## config.mk

```make
export PLATFORM = sky130hd
export DESIGN_NAME = rr_arb_4x_nbit
export DESIGN_NICKNAME = d
export VERILOG_FILES = /design/src/rtl/rr_arb_4x_nbit.sv
export SDC_FILE = /design/constraint.sdc
export NUM_CORES = 1
export LEC_CHECK = 0
export ABC_CLOCK_PERIOD_IN_PS = 2700
export CAP_MARGIN = 20
export CORE_UTILIZATION = 39
export DETAILED_ROUTE_END_ITERATION = 8
export PLACE_DENSITY = 0.94
export SETUP_SLACK_MARGIN = 0.5
export SLEW_MARGIN = 30
export SYNTH_ARGS = -nofsm -noshare
export SYNTH_HDL_FRONTEND = slang
export SYNTH_SLANG_ARGS = --single-unit
```

## constraint.sdc

```tcl
create_clock -name clk -period 2.7 [get_ports clk]
set_input_delay 0.675 -clock clk [delete_from_list [all_inputs] [get_ports clk]]
set_output_delay 0.675 -clock clk [all_outputs]
set_load 0.03 [all_outputs]
```

## src/rtl/rr_arb_4x_nbit.sv

```systemverilog
// -----------------------------------------------------------------------------
// rr_arb_4x_nbit
//
// Four-input round-robin arbiter with a registered output stage. Merges four
// valid/ready sources (a..d) onto one output stream and reports which source
// produced the current output word, so a downstream 4:1 mux/demux can follow.
//
// Ports:
//   clk                      rising-edge clock
//   reset_n                  asynchronous, active-low reset
//   a, b, c, d               source data words (BUS_WIDTH bits)
//   a_valid .. d_valid       source holds a word
//   a_ready .. d_ready       source word accepted this cycle (combinational)
//   y                        registered output word
//   y_valid                  y holds a word
//   y_ready                  sink accepts y this cycle
//   sel                      index of the source that produced y (0=a .. 3=d)
// -----------------------------------------------------------------------------
module rr_arb_4x_nbit #(
  parameter int BUS_WIDTH = 8
) (
  input  logic                 clk,
  input  logic                 reset_n,
  input  logic [BUS_WIDTH-1:0] a,
  input  logic [BUS_WIDTH-1:0] b,
  input  logic [BUS_WIDTH-1:0] c,
  input  logic [BUS_WIDTH-1:0] d,
  input  logic                 a_valid,
  input  logic                 b_valid,
  input  logic                 c_valid,
  input  logic                 d_valid,
  output logic                 a_ready,
  output logic                 b_ready,
  output logic                 c_ready,
  output logic                 d_ready,
  output logic [BUS_WIDTH-1:0] y,
  output logic                 y_valid,
  input  logic                 y_ready,
  output logic [1:0]           sel
);

  logic [3:0]           valid_vec;
  logic [BUS_WIDTH-1:0] data_arr [4];

  assign valid_vec   = {d_valid, c_valid, b_valid, a_valid};
  assign data_arr[0] = a;
  assign data_arr[1] = b;
  assign data_arr[2] = c;
  assign data_arr[3] = d;

  // Output register state and the round-robin pointer.
  logic [BUS_WIDTH-1:0] y_q,       y_d;
  logic                 y_valid_q, y_valid_d;
  logic [1:0]           sel_q,     sel_d;
  logic [1:0]           last_q,    last_d;

  logic       load;
  logic       win_found;
  logic [1:0] win_idx;
  logic [3:0] grant_vec;

  always_comb begin
    // NOTE: every signal written here gets a default first, so no path
    // leaves a value unassigned and no latch is inferred.
    win_found = 1'b0;
    win_idx   = last_q;
    grant_vec = '0;
    y_d       = y_q;
    y_valid_d = y_valid_q;
    sel_d     = sel_q;
    last_d    = last_q;

    // Output register is empty or being drained this cycle.
    load = !y_valid_q || y_ready;

    // Search last+1 .. last+4; the 2-bit sum wraps, so last+4 is last itself.
    for (int k = 1; k <= 4; k++) begin
      if (!win_found && valid_vec[last_q + 2'(k)]) begin
        win_found = 1'b1;
        win_idx   = last_q + 2'(k);
      end
    end

    // reset_n gates the readies so no source sees an accept while in reset.
    if (reset_n && load && win_found) begin
      grant_vec[win_idx] = 1'b1;
    end

    if (load) begin
      if (win_found) begin
        y_d       = data_arr[win_idx];
        sel_d     = win_idx;
        last_d    = win_idx;
        y_valid_d = 1'b1;
      end else begin
        y_valid_d = 1'b0;
      end
    end
  end

  // NOTE: sequential state uses non-blocking assignments only, so every flop
  // samples the pre-edge value of its _d input regardless of block ordering.
  always_ff @(posedge clk or negedge reset_n) begin
    if (!reset_n) begin
      y_q       <= '0;
      y_valid_q <= 1'b0;
      sel_q     <= 2'd0;
      last_q    <= 2'd3;  // a gets first priority after reset
    end else begin
      y_q       <= y_d;
      y_valid_q <= y_valid_d;
      sel_q     <= sel_d;
      last_q    <= last_d;
    end
  end

  assign a_ready = grant_vec[0];
  assign b_ready = grant_vec[1];
  assign c_ready = grant_vec[2];
  assign d_ready = grant_vec[3];
  assign y       = y_q;
  assign y_valid = y_valid_q;
  assign sel     = sel_q;

endmodule
```

# After elaboration in Yosys (flattened, before gate mapping)
# Cells that the tools add are included.
# word_totals
ff_bits	13
in_bits	39
out_inout_bits	15
word_cells	50
# classes
add_sub_neg	3
magnitude_cmp	7
muxes	23
bitwise	1
reduce_logical	12
# ops
operator	n
$bmux 8 s2	1
$mux 8	2
$lt 2x3->1 const B	5
$mux 1	10
$bmux 1 s2	4
$mux 2	4
$logic_and 1x1->1	6
$add 2x2->2 const B	2
$logic_not 1->1	4
$mux 4	1
$ge 3x3->1 const B	1
$not 2->3	1
$add 2x1->2 const B	1
$demux 1 s2	1
$ge 2x1->1 const B	1
$reduce_and 2->1	1
$logic_or 1x1->1	1

# Logic depth before layout (Yosys ltp)
# depth
word_depth	18
mapped_depth	6
ltp_nobuf	5

# Worst setup path before layout
# OpenSTA, ideal clock, no wires.
# synth_timing
path_type	in2out
start	input port d_valid
end	output port a_ready
arrival_ns	2.032
required_ns	2.025
slack_ns	-0.007
path_stages	5
path_buffers	1
cell_sequence	o21ai_0 -> a21o_1 -> and3_4 -> buf_6 -> nor3b_1
# synth_via
elab_chain_len	17
elab_cells_between_ends	29
classes_between	2 x order compare; 19 x mux; 8 x reduce/logical
# synth_rtl
element	line	source
from (decl)	31	input logic d_valid,
$bmux 1 s2	78	if (!win_found && valid_vec[last_q + 2'(k)]) begin
$mux 1 (implied by the code)	78	
$mux 1	78	
$logic_not 1->1	78	
$logic_and 1x1->1	78	
$mux 1	78	
$logic_not 1->1	78	
$logic_and 1x1->1	78	
$mux 1	78	
$logic_not 1->1	78	
$logic_and 1x1->1	78	
$mux 2	78	
$lt 2x3->1 (implied by the code) or $ge 2x1->1 (tied branches)	86	grant_vec[win_idx] = 1'b1;
$logic_and 1x1->1 (implied by the code)	86	
$mux 1 (implied by the code)	86	
$demux 1 s2	86	
$mux 4 (*)	85	if (reset_n && load && win_found) begin
to (decl)	32	output logic a_ready,
# Mark *: on every way between the ends. The rest lies on a longest branch, timed or not. The select of a mux whose other input is x is not followed.

# Final worst setup path
# layout_timing
start	register last_q[1]
end	output port d_ready
# layout_via
elab_chain_len	18
elab_cells_between_ends	32
classes_between	3 x add/sub; 2 x order compare; 19 x mux; 8 x reduce/logical
# layout_rtl
element	line	source
from (decl)	55	logic [1:0] last_q, last_d;
from (signal assigned)	113	last_q <= last_d;
$add 2x1->2	78, 80	
$bmux 1 s2	78	
$mux 1 (implied by the code)	78	
$mux 1	78	
$logic_not 1->1	78	
$logic_and 1x1->1	78	
$mux 1	78	
$logic_not 1->1	78	
(+2 left out)	--	
$logic_not 1->1	78	
$logic_and 1x1->1	78	
$mux 2	78	
$lt 2x3->1 (implied by the code) or $ge 2x1->1 (tied branches)	86	
$logic_and 1x1->1 (implied by the code)	86	
$mux 1 (implied by the code)	86	
$demux 1 s2	86	
$mux 4 (*)	85	
to (decl)	35	output logic d_ready,
# Marks and branches as above.

==> parameters.txt <==
Parameter                              Value

Outcome
  Result of the run ... finished, final reports clean

STA
  Number of hold violations in the final report ... 0
  Max transition margin ... 0.7757
  Slew at the pin with the worst max-slew slack ... 0.3365 ns
  Final Critical Period ... 2.480 ns
  Setup tns final ... 0 ns
  Post-route clock skew ... approximately 0.012 ns
  Share of the clock period used by the worst path ... 0.9184
  Number of max-slew violations in the final report ... 0
  Unrepaired setup endpoints after global routing ... yes
  Highest Clock Rate ... 403.3 MHz
  Final setup violating endpoints ... 0

Run
  Count of max-cap constraint violations ... 0

Critical path
  Critical path class ... reg2out
  Endpoint class of the critical path ... output pin
  Cell type of the slowest stage on the worst timing path ... sky130_fd_sc_hd__dfstp_2
  Data arrival, critical path ... 1.80 ns
  Most frequent cell on the critical path ... sky130_fd_sc_hd__buf_6
  Ordered list of cells on the worst path ... mux2i_1 -> nand2_1 -> nand3_2 -> buf_6 -> nor3b_4 -> buf_6
  Nature of the critical path startpoint ... flip-flop
  Largest driver fanout on the critical path ... 6
  Delay contributed by the slowest stage of the critical path ... 0.59 ns
  Required time of the worst setup path ... 2.03 ns

Clocking
  Largest buffer count on any clock path ... 2
  Inserted Clock Buffers ... 3
  Root buffer selected by CTS ... sky130_fd_sc_hd__clkbuf_4
  Clock-pin slew on the worst setup and hold paths ... 0.09 ns
  H-tree depth ... 1
  TritonCTS clock tree ... done
  Number of buffers added to fix hold violations after cts ... 0
  Sink Count ... 13
  Clk Latency, worst-skew pair ... 0.29 ns

Yosys
  Number of synthesis warnings ... 0
  Post-Syn Area ... between 800 and 900 um^2
  Proportion of register bits with asynchronous set or reset after synthesis ... 1.000
  Average cell area after synthesis ... 10.78 um^2
  Library cell occupying the most area in the post-synthesis netlist ... sky130_fd_sc_hd__dfrtp_1
  Net count after synthesis ... 122
  Post-synth EDFFs ... 0
  Portion of synthesized cell area occupied by the leading cell type ... 0.3077
  Leading register cell type out of synthesis ... sky130_fd_sc_hd__dfrtp_1
  Register bit total from synthesis ... 13
  Most frequent cells after synthesis ... sky130_fd_sc_hd__a211oi_1 (15), sky130_fd_sc_hd__dfrtp_1 (11), sky130_fd_sc_hd__mux2i_1 (8), sky130_fd_sc_hd__o32ai_1 (7)
  Cell with the most instances after synthesis ... sky130_fd_sc_hd__a211oi_1
  Main area contributors after synthesis ... sky130_fd_sc_hd__dfrtp_1 (31%), sky130_fd_sc_hd__a211oi_1 (13%), sky130_fd_sc_hd__mux2i_1 (9.0%)
  Post-Syn Instances ... 83
  Seq/Total Area, Yosys ... 0.3664
  Post-synthesis cell type count ... 35

Power and ir drop
  Static leakage ... 0.6879 nW
  Highest ir drop seen on vdd ... 538.6 uV
  Power density normalized to cell area ... 707.6 nW/um^2

Place
  Final GP Congestion ... around 0.83
  Number of buffers inserted by port buffering ... between 50 and 60
  Detailed placement HPWL ... 2.309 mm
  Instance area at placement ... between 1500 and 2000 um^2

Floorplanning
  Core area ... 2062 um^2
  Die boundary height ... between 40 and 50 um
  Effective utilization at floorplan ... 0.4339
  Die Area ... ~2500 um^2
  Die Width ... approximately 50 um
  Top-Level Pins ... 54
  Number of placement rows ... 16

Global routing
  Global route total overflow ... 0
  Total GRT Usage ... 0.3108
  Antenna violations before repair ... 0
  Global-route wire length before repair ... about 5.8 mm
  Maximum number of pins on one net before global-route repair ... 17
  Number of global-route vias before repair ... roughly 1,200

Detailed routing
  Number of DRC violations after detailed routing ... 0
  Initial drt markers ... 16
  DRT Pass-1 Iters ... 4
  WL/cell ... 18.84 um
  Aggregate routed wire length ... 3.485 mm
  DRT antenna net count ... 0
  Detail-routed via count per cell ... between 5 and 6
  Total vias in the final route ... 1,087

Layout
  Growth of design area from synthesis to finish ... 90.91%
  Sequential cell area ... roughly 330 um^2
  Layout cells sized above 1 ... 0.3671
  Area of the multi-input gates ... 620.6 um^2
  Number of inserted diodes ... 0
  Fillers ... 112
  Final nets ... 198
  Final non-filler cell area ... about 1700 um^2

Min path
  Type of the most critical hold path ... in2async
==> logic make-up after synthesis <==
kind of cell,share of synthesized area
compound gates,0.3035
simple gates,0.1958
flops,0.3664
mux,0.08951
buf+inv,0.04473
==> cell type report <==
type / count / share of cell area
inverter: 1 / 0.002198
sequential: 13 / 0.1919
clock buffer: 4 / 0.01538
multi-input combinational: 64 / 0.3634
timing repair buffer: 76 / 0.4073
tap: 27 / 0.01978
==> metal layers <==
| layer | global-route usage | share of wire | vias to the layer above |
|---|---|---|---|
| met5 | 0 | 0 | - |
| met4 | 0.1048 | 0.021 | 0 |
| met3 | 0.08951 | 0.091 | 11 |
| met2 | 0.5315 | 0.50 | 71 |
| met1 | 0.3685 | 0.39 | 519 |
| li1 | - | - | 486 |
==> critical path, delay by kind of cell (launching register included) <==
family	cells	cell delay, ns
buf+inv	2	0.30
mux	1	0.21
simple gates	3	0.42
flops	1	0.59
==> sequential cells by signal (all words and copies together), names as in the netlist <==
signal,count
sel,2
y,8
y_valid,1
last_q,2
==> power by group <==
part | internal (W) | switching (W) | total (W)
clock network | 0.0000575 | 0.0000688 | 0.000126
logic | 0.000365 | 0.000394 | 0.000759
registers | 0.000267 | 0.0000559 | 0.000323
total | 0.000690 | 0.000519 | 0.00121
==> final timing paths <==
path	startpoint	endpoint	slack (ns)	cells past startpoint
max in group asynchronous	reset_n	last_q[0]	1.96	2
min in group clk	sel[1]	sel[1]	0.50	1
max	last_q[1]	d_ready	0.22	6
min	reset_n	y[4]	0.49	2
max reg2reg	last_q[1]	y[0]	0.78	7
min reg2reg	sel[1]	sel[1]	0.50	1
==> layout by cell type (no fill, tap or decap), types with 2 or more instances in the layout <==
| master | instances |
|---|---|
| sky130_fd_sc_hd__nor2b_4 | 2 |
| sky130_fd_sc_hd__nor3b_4 | 2 |
| sky130_fd_sc_hd__a211oi_1 | 14 |
| sky130_fd_sc_hd__buf_4 | 22 |
| sky130_fd_sc_hd__clkbuf_4 | 3 |
| sky130_fd_sc_hd__dfrtp_1 | 11 |
| sky130_fd_sc_hd__dlygate4sd2_1 | 2 |
| sky130_fd_sc_hd__buf_2 | 3 |
| sky130_fd_sc_hd__dfstp_2 | 2 |
| sky130_fd_sc_hd__nand4_1 | 2 |
| sky130_fd_sc_hd__nand2_1 | 3 |
| sky130_fd_sc_hd__clkdlybuf4s50_1 | 43 |
| sky130_fd_sc_hd__o32ai_1 | 6 |
| sky130_fd_sc_hd__buf_6 | 6 |
| sky130_fd_sc_hd__o21a_1 | 4 |
| sky130_fd_sc_hd__o32ai_2 | 2 |
| sky130_fd_sc_hd__mux2i_1 | 8 |
| sky130_fd_sc_hd__o21ai_2 | 2 |
==> repair_timing <==
item,in CTS,in global routing
pin swaps,13,4
gates resized for setup,29,3
setup buffers,5,1
setup endpoints to repair,12,7
==> per-stage QoR <==
step	hold slack [ns]	power, W	utilization	instances	setup slack, ns
CTS	0.4961	0.001168	0.8143	184	0.3033
global placement	0.4786	0.0009871	0.7755	175	-0.09950
finish	0.4880	0.001209	0.8283	185	0.2203
floorplan	0.3794	0.0007319	-	83	0.3894
global route	0.4984	0.001262	0.8283	185	0.1581
detailed placement	0.4788	0.001013	0.7755	175	-0.1602
Power figures use the tool's default switching activity.
